[src/rtl/regfile_access_arbiter.sv]
// Arbitrates the single-port register file between decode reads and writeback writes.
// Writes win by default; a starvation counter forces a read through unless it would pass a RAW hazard.
module regfile_access_arbiter #(
    parameter  int unsigned MAX_WAIT = 4,
    parameter  int unsigned CNT_W    = 3,
    localparam int unsigned OP_W     = 6,
    localparam int unsigned IDX_W    = 5,
    localparam int unsigned DATA_W   = 32
) (
    input  logic              clk,
    input  logic              reg_reset,
    input  logic              rd_req,
    input  logic [OP_W-1:0]   rd_opcode,
    input  logic [IDX_W-1:0]  rd_reg1,
    input  logic [IDX_W-1:0]  rd_reg2,
    input  logic [IDX_W-1:0]  rd_reg3,
    input  logic [DATA_W-1:0] rd_imm,
    output logic              rd_ack,
    output logic              rd_valid,
    input  logic              wr_req,
    input  logic [OP_W-1:0]   wr_opcode,
    input  logic [IDX_W-1:0]  wr_reg,
    input  logic [DATA_W-1:0] wr_data,
    output logic              wr_ack,
    output logic              reg_read,
    output logic              reg_write,
    output logic [OP_W-1:0]   opcode,
    output logic [IDX_W-1:0]  reg1,
    output logic [IDX_W-1:0]  reg2,
    output logic [IDX_W-1:0]  reg3,
    output logic [DATA_W-1:0] imm,
    output logic [DATA_W-1:0] write_data
);

    typedef enum logic [2:0] {
        IDLE     = 3'd0,
        RD_ISSUE = 3'd1,
        RD_DONE  = 3'd2,
        WR_ISSUE = 3'd3,
        WR_DONE  = 3'd4
    } state_e;

    typedef struct packed {
        logic [OP_W-1:0]   opcode;
        logic [IDX_W-1:0]  reg1;
        logic [IDX_W-1:0]  reg2;
        logic [IDX_W-1:0]  reg3;
        logic [DATA_W-1:0] imm;
        logic [DATA_W-1:0] write_data;
    } rf_cmd_t;

    state_e            state_q, state_d;
    logic [CNT_W-1:0]  starve_cnt_q, starve_cnt_d;
    rf_cmd_t           cmd_q, cmd_d;
    logic              rd_ack_q, rd_ack_d;
    logic              rd_valid_q, rd_valid_d;
    logic              wr_ack_q, wr_ack_d;
    logic              reg_read_q, reg_read_d;
    logic              reg_write_q, reg_write_d;

    logic              hazard_c;
    logic              starved_c;
    logic              read_wins_c;

    // A pending write to any register the read will source must land first.
    assign hazard_c    = wr_req & ((wr_reg == rd_reg1) | (wr_reg == rd_reg2) | (wr_reg == rd_reg3));
    assign starved_c   = (starve_cnt_q >= CNT_W'(MAX_WAIT));
    assign read_wins_c = rd_req & (~wr_req | (starved_c & ~hazard_c));

    // Outputs are computed for the state being entered, so they appear with it.
    always_comb begin
        state_d      = state_q;
        starve_cnt_d = starve_cnt_q;
        cmd_d        = cmd_q;
        rd_ack_d     = 1'b0;
        rd_valid_d   = 1'b0;
        wr_ack_d     = 1'b0;
        reg_read_d   = 1'b0;
        reg_write_d  = 1'b0;

        case (state_q)
            IDLE: begin
                if (read_wins_c) begin
                    state_d      = RD_ISSUE;
                    reg_read_d   = 1'b1;
                    rd_ack_d     = 1'b1;
                    starve_cnt_d = '0;
                    cmd_d.opcode = rd_opcode;
                    cmd_d.reg1   = rd_reg1;
                    cmd_d.reg2   = rd_reg2;
                    cmd_d.reg3   = rd_reg3;
                    cmd_d.imm    = rd_imm;
                end else if (wr_req) begin
                    state_d          = WR_ISSUE;
                    reg_write_d      = 1'b1;
                    wr_ack_d         = 1'b1;
                    cmd_d.opcode     = wr_opcode;
                    cmd_d.reg1       = wr_reg;
                    cmd_d.write_data = wr_data;
                    if (!rd_req) begin
                        starve_cnt_d = '0;
                    end else if (!starved_c) begin
                        starve_cnt_d = starve_cnt_q + CNT_W'(1);
                    end
                end
            end
            RD_ISSUE: begin
                state_d    = RD_DONE;
                rd_valid_d = 1'b1;
            end
            RD_DONE:  state_d = IDLE;
            WR_ISSUE: state_d = WR_DONE;
            WR_DONE:  state_d = IDLE;
            default:  state_d = IDLE;
        endcase
    end

    always_ff @(posedge clk or posedge reg_reset) begin
        if (reg_reset) begin
            state_q      <= IDLE;
            starve_cnt_q <= '0;
            cmd_q        <= '0;
            rd_ack_q     <= 1'b0;
            rd_valid_q   <= 1'b0;
            wr_ack_q     <= 1'b0;
            reg_read_q   <= 1'b0;
            reg_write_q  <= 1'b0;
        end else begin
            state_q      <= state_d;
            starve_cnt_q <= starve_cnt_d;
            cmd_q        <= cmd_d;
            rd_ack_q     <= rd_ack_d;
            rd_valid_q   <= rd_valid_d;
            wr_ack_q     <= wr_ack_d;
            reg_read_q   <= reg_read_d;
            reg_write_q  <= reg_write_d;
        end
    end

    assign rd_ack     = rd_ack_q;
    assign rd_valid   = rd_valid_q;
    assign wr_ack     = wr_ack_q;
    assign reg_read   = reg_read_q;
    assign reg_write  = reg_write_q;
    assign opcode     = cmd_q.opcode;
    assign reg1       = cmd_q.reg1;
    assign reg2       = cmd_q.reg2;
    assign reg3       = cmd_q.reg3;
    assign imm        = cmd_q.imm;
    assign write_data = cmd_q.write_data;

endmodule

[config.mk]
export PLATFORM = sky130hd
export DESIGN_NAME = regfile_access_arbiter
export DESIGN_NICKNAME = d
export VERILOG_FILES = /design/src/rtl/regfile_access_arbiter.sv
export SDC_FILE = /design/constraint.sdc
export NUM_CORES = 1
export LEC_CHECK = 0
export CAP_MARGIN = 20
export CORE_MARGIN = 2
export CORE_UTILIZATION = 46
export CTS_BUF_LIST = sky130_fd_sc_hd__clkbuf_2 sky130_fd_sc_hd__clkbuf_4 sky130_fd_sc_hd__clkbuf_8
export CTS_CLUSTER_SIZE = 8
export DETAILED_ROUTE_END_ITERATION = 16
export PLACE_DENSITY = 0.89
export SLEW_MARGIN = 15
export SYNTH_ARGS = -nofsm -noshare
export SYNTH_HDL_FRONTEND = slang
export SYNTH_SLANG_ARGS = --single-unit
[constraint.sdc]
create_clock -name clk -period 6.5 [get_ports clk]
set_input_delay 0.65 -clock clk [delete_from_list [all_inputs] [get_ports clk]]
set_output_delay 0.65 -clock clk [all_outputs]
set_load 0.1 [all_outputs]
==> results.txt <==
* CTS tree: done
* Final wirelength: 10100 um
- After synthesis, the mean cell area works out to 15.6 um^2.
- Setup TNS: 0 ns
- After detailed routing, the average wire length per cell comes to 17.8 um.
- Counting flops and latches in the post-synthesis netlist gives 94.
- Number of warnings printed during yosys synthesis: 0
- Number of nets with antenna violations after routing: 0
- In the synthesized netlist, the number of instances is 266.
* Fraction of layout cells with a size suffix above 1: 0.209
- CP endpoint kind: register
- Transition time at the pin with the least slew margin: 1.05 ns
- Via count of the first global-routing pass: 3126
* Post-CTS setup repair buffer count: 0
- CTS buffer count: 9
- Register-to-register setup slack: 4.14 ns
* Most common cell after layout, fill and taps aside: sky130_fd_sc_hd__clkdlybuf4s50_1
- Kind of critical path: in2reg
* CTS clock-pin slew for the worst setup and hold paths: 0.10 ns
* Final setup violating endpoints: 0
* Total nets after synthesis: 368
- Core area: 0.00872 mm^2
- Global-route wire length before repair: 16100 um
- Compound-Gate Fraction of Synth Area: 0.0272
* Post-route minimum period: 2.94 ns
- Of all nets on the critical path, the largest fanout is 33.
- Dividing the detail-routed via count by the number of cells gives 4.95.
- Buffer type at the clock tree root: sky130_fd_sc_hd__clkbuf_8
* MaxCap Viol Count: 0
- DRC violation count after routing: 0
- Leaving out fill and tap cells, the most frequent cells in the layout are sky130_fd_sc_hd__clkdlybuf4s50_1 (189), sky130_fd_sc_hd__dfrtp_1 (94), sky130_fd_sc_hd__mux2_4 (68).
- FMAX: 340 MHz
- H-tree lvl count: 3
- For this run, the register share of the synthesized area comes to 0.568.
- Once detailed placement completed, the half-perimeter wirelength came to 7590 um.
- Worst slew margin relative to its limit: 0.300
* I/O pin cnt: 190
- Width of the die: 98.9 um
* Area Overhead vs Synth: 50.5%
* Tcrit/Tclk final: 0.453
* PortBufs: 189
- Category of the worst setup path launch point: input port
- The min-delay analysis places its worst path in the category reg2reg.
- On the final layout, the worst clock skew is 0.0152 ns.
- Entering global routing, the biggest net connects 61 pins.
* Combinational family with the most area after synthesis: multiplexers
- For this configuration, the core starts out at a cell density of 0.475.
* Total congestion overflow after global routing: 0
- Adder-Cell Fraction of Synth Area: 0.00604
- Counting distinct cell types in the post-synthesis netlist gives 26.
* Sinks on Clock Net: 94
- Measured against the total synthesized area, the mux share comes to 0.289.
* Post-layout net count: 557
* Run status: completed
- The congestion estimate from routability-driven global placement came to 0.775.
* Arrival @ worst endpoint: 3.19 ns
* Diodes inserted: 0
* Number of gates resized after CTS: 0
- Setup repair after global routing left no endpoint under its margin.
* Number of failing hold endpoints at the final stage: 0
* Die area: 0.00978 mm^2
- Counting along the longest clock path gives a buffer depth of 2.
- Pre-Repair DR Iteration Count: 4
* Final count of pins violating max slew: 0
- Fraction of the mapped netlist area in simple logic gates: 0.0353
* Overall Global Routing Usage: 0.208
- Die extent in y: 98.9 um
- Of the total synthesized cell area, the portion taken by XOR and XNOR cells is 0.0338.
* Total via count in the routed design: 2811
- Placement row count: 34
- The later pin in the worst-skew pair is clocked with a latency of 0.36 ns.
* Required time worst endpoint: 6.75 ns
- For this block, the initial DRC count from the detailed router was 54.
* Antenna violations before repair: 0
- After clock tree synthesis, the flow added hold-fix buffers numbering 0.
- Mapped Area: 0.00414 mm^2
[sequential cells by signal, indices dropped and copies added (netlist names)]
| signal | count |
|---|---|
| imm | 32 |
| opcode | 6 |
| rd_valid | 1 |
| reg1 | 5 |
| reg2 | 5 |
| reg3 | 5 |
| reg_read | 1 |
| reg_write | 1 |
| starve_cnt_q | 3 |
| state_q | 3 |
| write_data | 32 |
[cell usage after synthesis]
master,instances,area [um^2]
sky130_fd_sc_hd__clkbuf_1,1,3.75
sky130_fd_sc_hd__a31oi_1,1,6.26
sky130_fd_sc_hd__a32oi_1,1,8.76
sky130_fd_sc_hd__nor3b_1,1,7.51
sky130_fd_sc_hd__mux2_2,6,67.6
sky130_fd_sc_hd__o21ai_0,2,10.0
sky130_fd_sc_hd__buf_1,1,3.75
sky130_fd_sc_hd__and3_1,1,6.26
sky130_fd_sc_hd__buf_12,3,60.1
sky130_fd_sc_hd__mux2_4,68,1020
sky130_fd_sc_hd__mux2i_1,11,110
sky130_fd_sc_hd__a21oi_1,15,75.1
sky130_fd_sc_hd__nor2_1,17,63.8
sky130_fd_sc_hd__xnor2_1,3,26.3
sky130_fd_sc_hd__xor2_1,13,114
sky130_fd_sc_hd__nand3_1,2,10.0
sky130_fd_sc_hd__inv_1,6,22.5
sky130_fd_sc_hd__a22oi_2,1,12.5
sky130_fd_sc_hd__buf_6,5,56.3
sky130_fd_sc_hd__nor3_1,5,25.0
sky130_fd_sc_hd__dfrtp_1,94,2350
sky130_fd_sc_hd__buf_4,3,22.5
sky130_fd_sc_hd__nand2_1,2,7.51
sky130_fd_sc_hd__ha_1,2,25.0
sky130_fd_sc_hd__nand3b_4,1,20.0
sky130_fd_sc_hd__and2_1,1,6.26
[critical path, stage by stage]
cell	delay [ns]
sky130_fd_sc_hd__clkdlybuf4s50_1	0.50
sky130_fd_sc_hd__xor2_1	0.20
sky130_fd_sc_hd__nor3_1	0.22
sky130_fd_sc_hd__nand3_1	0.14
sky130_fd_sc_hd__nand3_1	0.13
sky130_fd_sc_hd__and3_2	0.89
sky130_fd_sc_hd__mux2_2	0.42
[worst paths after layout]
| check | start | end | cells after the start |
|---|---|---|---|
| worst min register to register | state_q[2]$_DFFE_PP0P_ | state_q[2]$_DFFE_PP0P_ | 1 |
| worst max register to register | state_q[1]$_DFFE_PP0P_ | write_data[29]$_DFFE_PP0P_ | 3 |
| worst min-delay path | state_q[2]$_DFFE_PP0P_ | state_q[2]$_DFFE_PP0P_ | 1 |
| max in group asynchronous | reg_reset | starve_cnt_q[0]$_DFFE_PP0P_ | 3 |
| min in group asynchronous | reg_reset | write_data[4]$_DFFE_PP0P_ | 2 |
| worst max-delay path | wr_reg[3] | write_data[29]$_DFFE_PP0P_ | 7 |
[cell families (layout without fill, tap and decap cells)]
kind of cell,count (synthesis),after routing
buf+inv,19,213
simple gates,30,30
flops,94,94
mux,85,85
fa+ha+maj,2,2
xor+xnor,16,16
compound gates,20,20
[per-stage QoR]
stage                     hold slack [ns]  setup slack [ns]  cells  utilization  area (um^2)
final                               0.480              3.56    568        0.715         6240
after global routing                0.498              3.43    568        0.715         6240
after CTS                           0.482              3.56    568        0.715         6240
after detailed placement            0.469              3.18    552        0.694         6060
after global placement              0.459              3.21    551        0.692         6040
after floorplan                     0.445              3.40    266            -         4140
[final cells by class]
class / count / area [um^2]
Fill cell: 604 / 2480
Tap cell: 108 / 135
Multi-Input combinational cell: 153 / 1620
Sequential cell: 94 / 2350
Clock buffer: 9 / 124
Inverter: 6 / 25.0
Clock inverter: 7 / 57.6
Timing Repair Buffer: 191 / 1920
[per-layer routing]
metal  global-route usage  up-vias  part of all wire
met5                    0        -                 0
met4               0.0643        0             0.018
met3               0.0546       17             0.066
met2                0.358      123              0.52
met1                0.258     1381              0.40
li1                     -     1290                 -
Power is not shown: default switching activity piles up to over one toggle a cycle in this logic, so the estimate is an artifact.
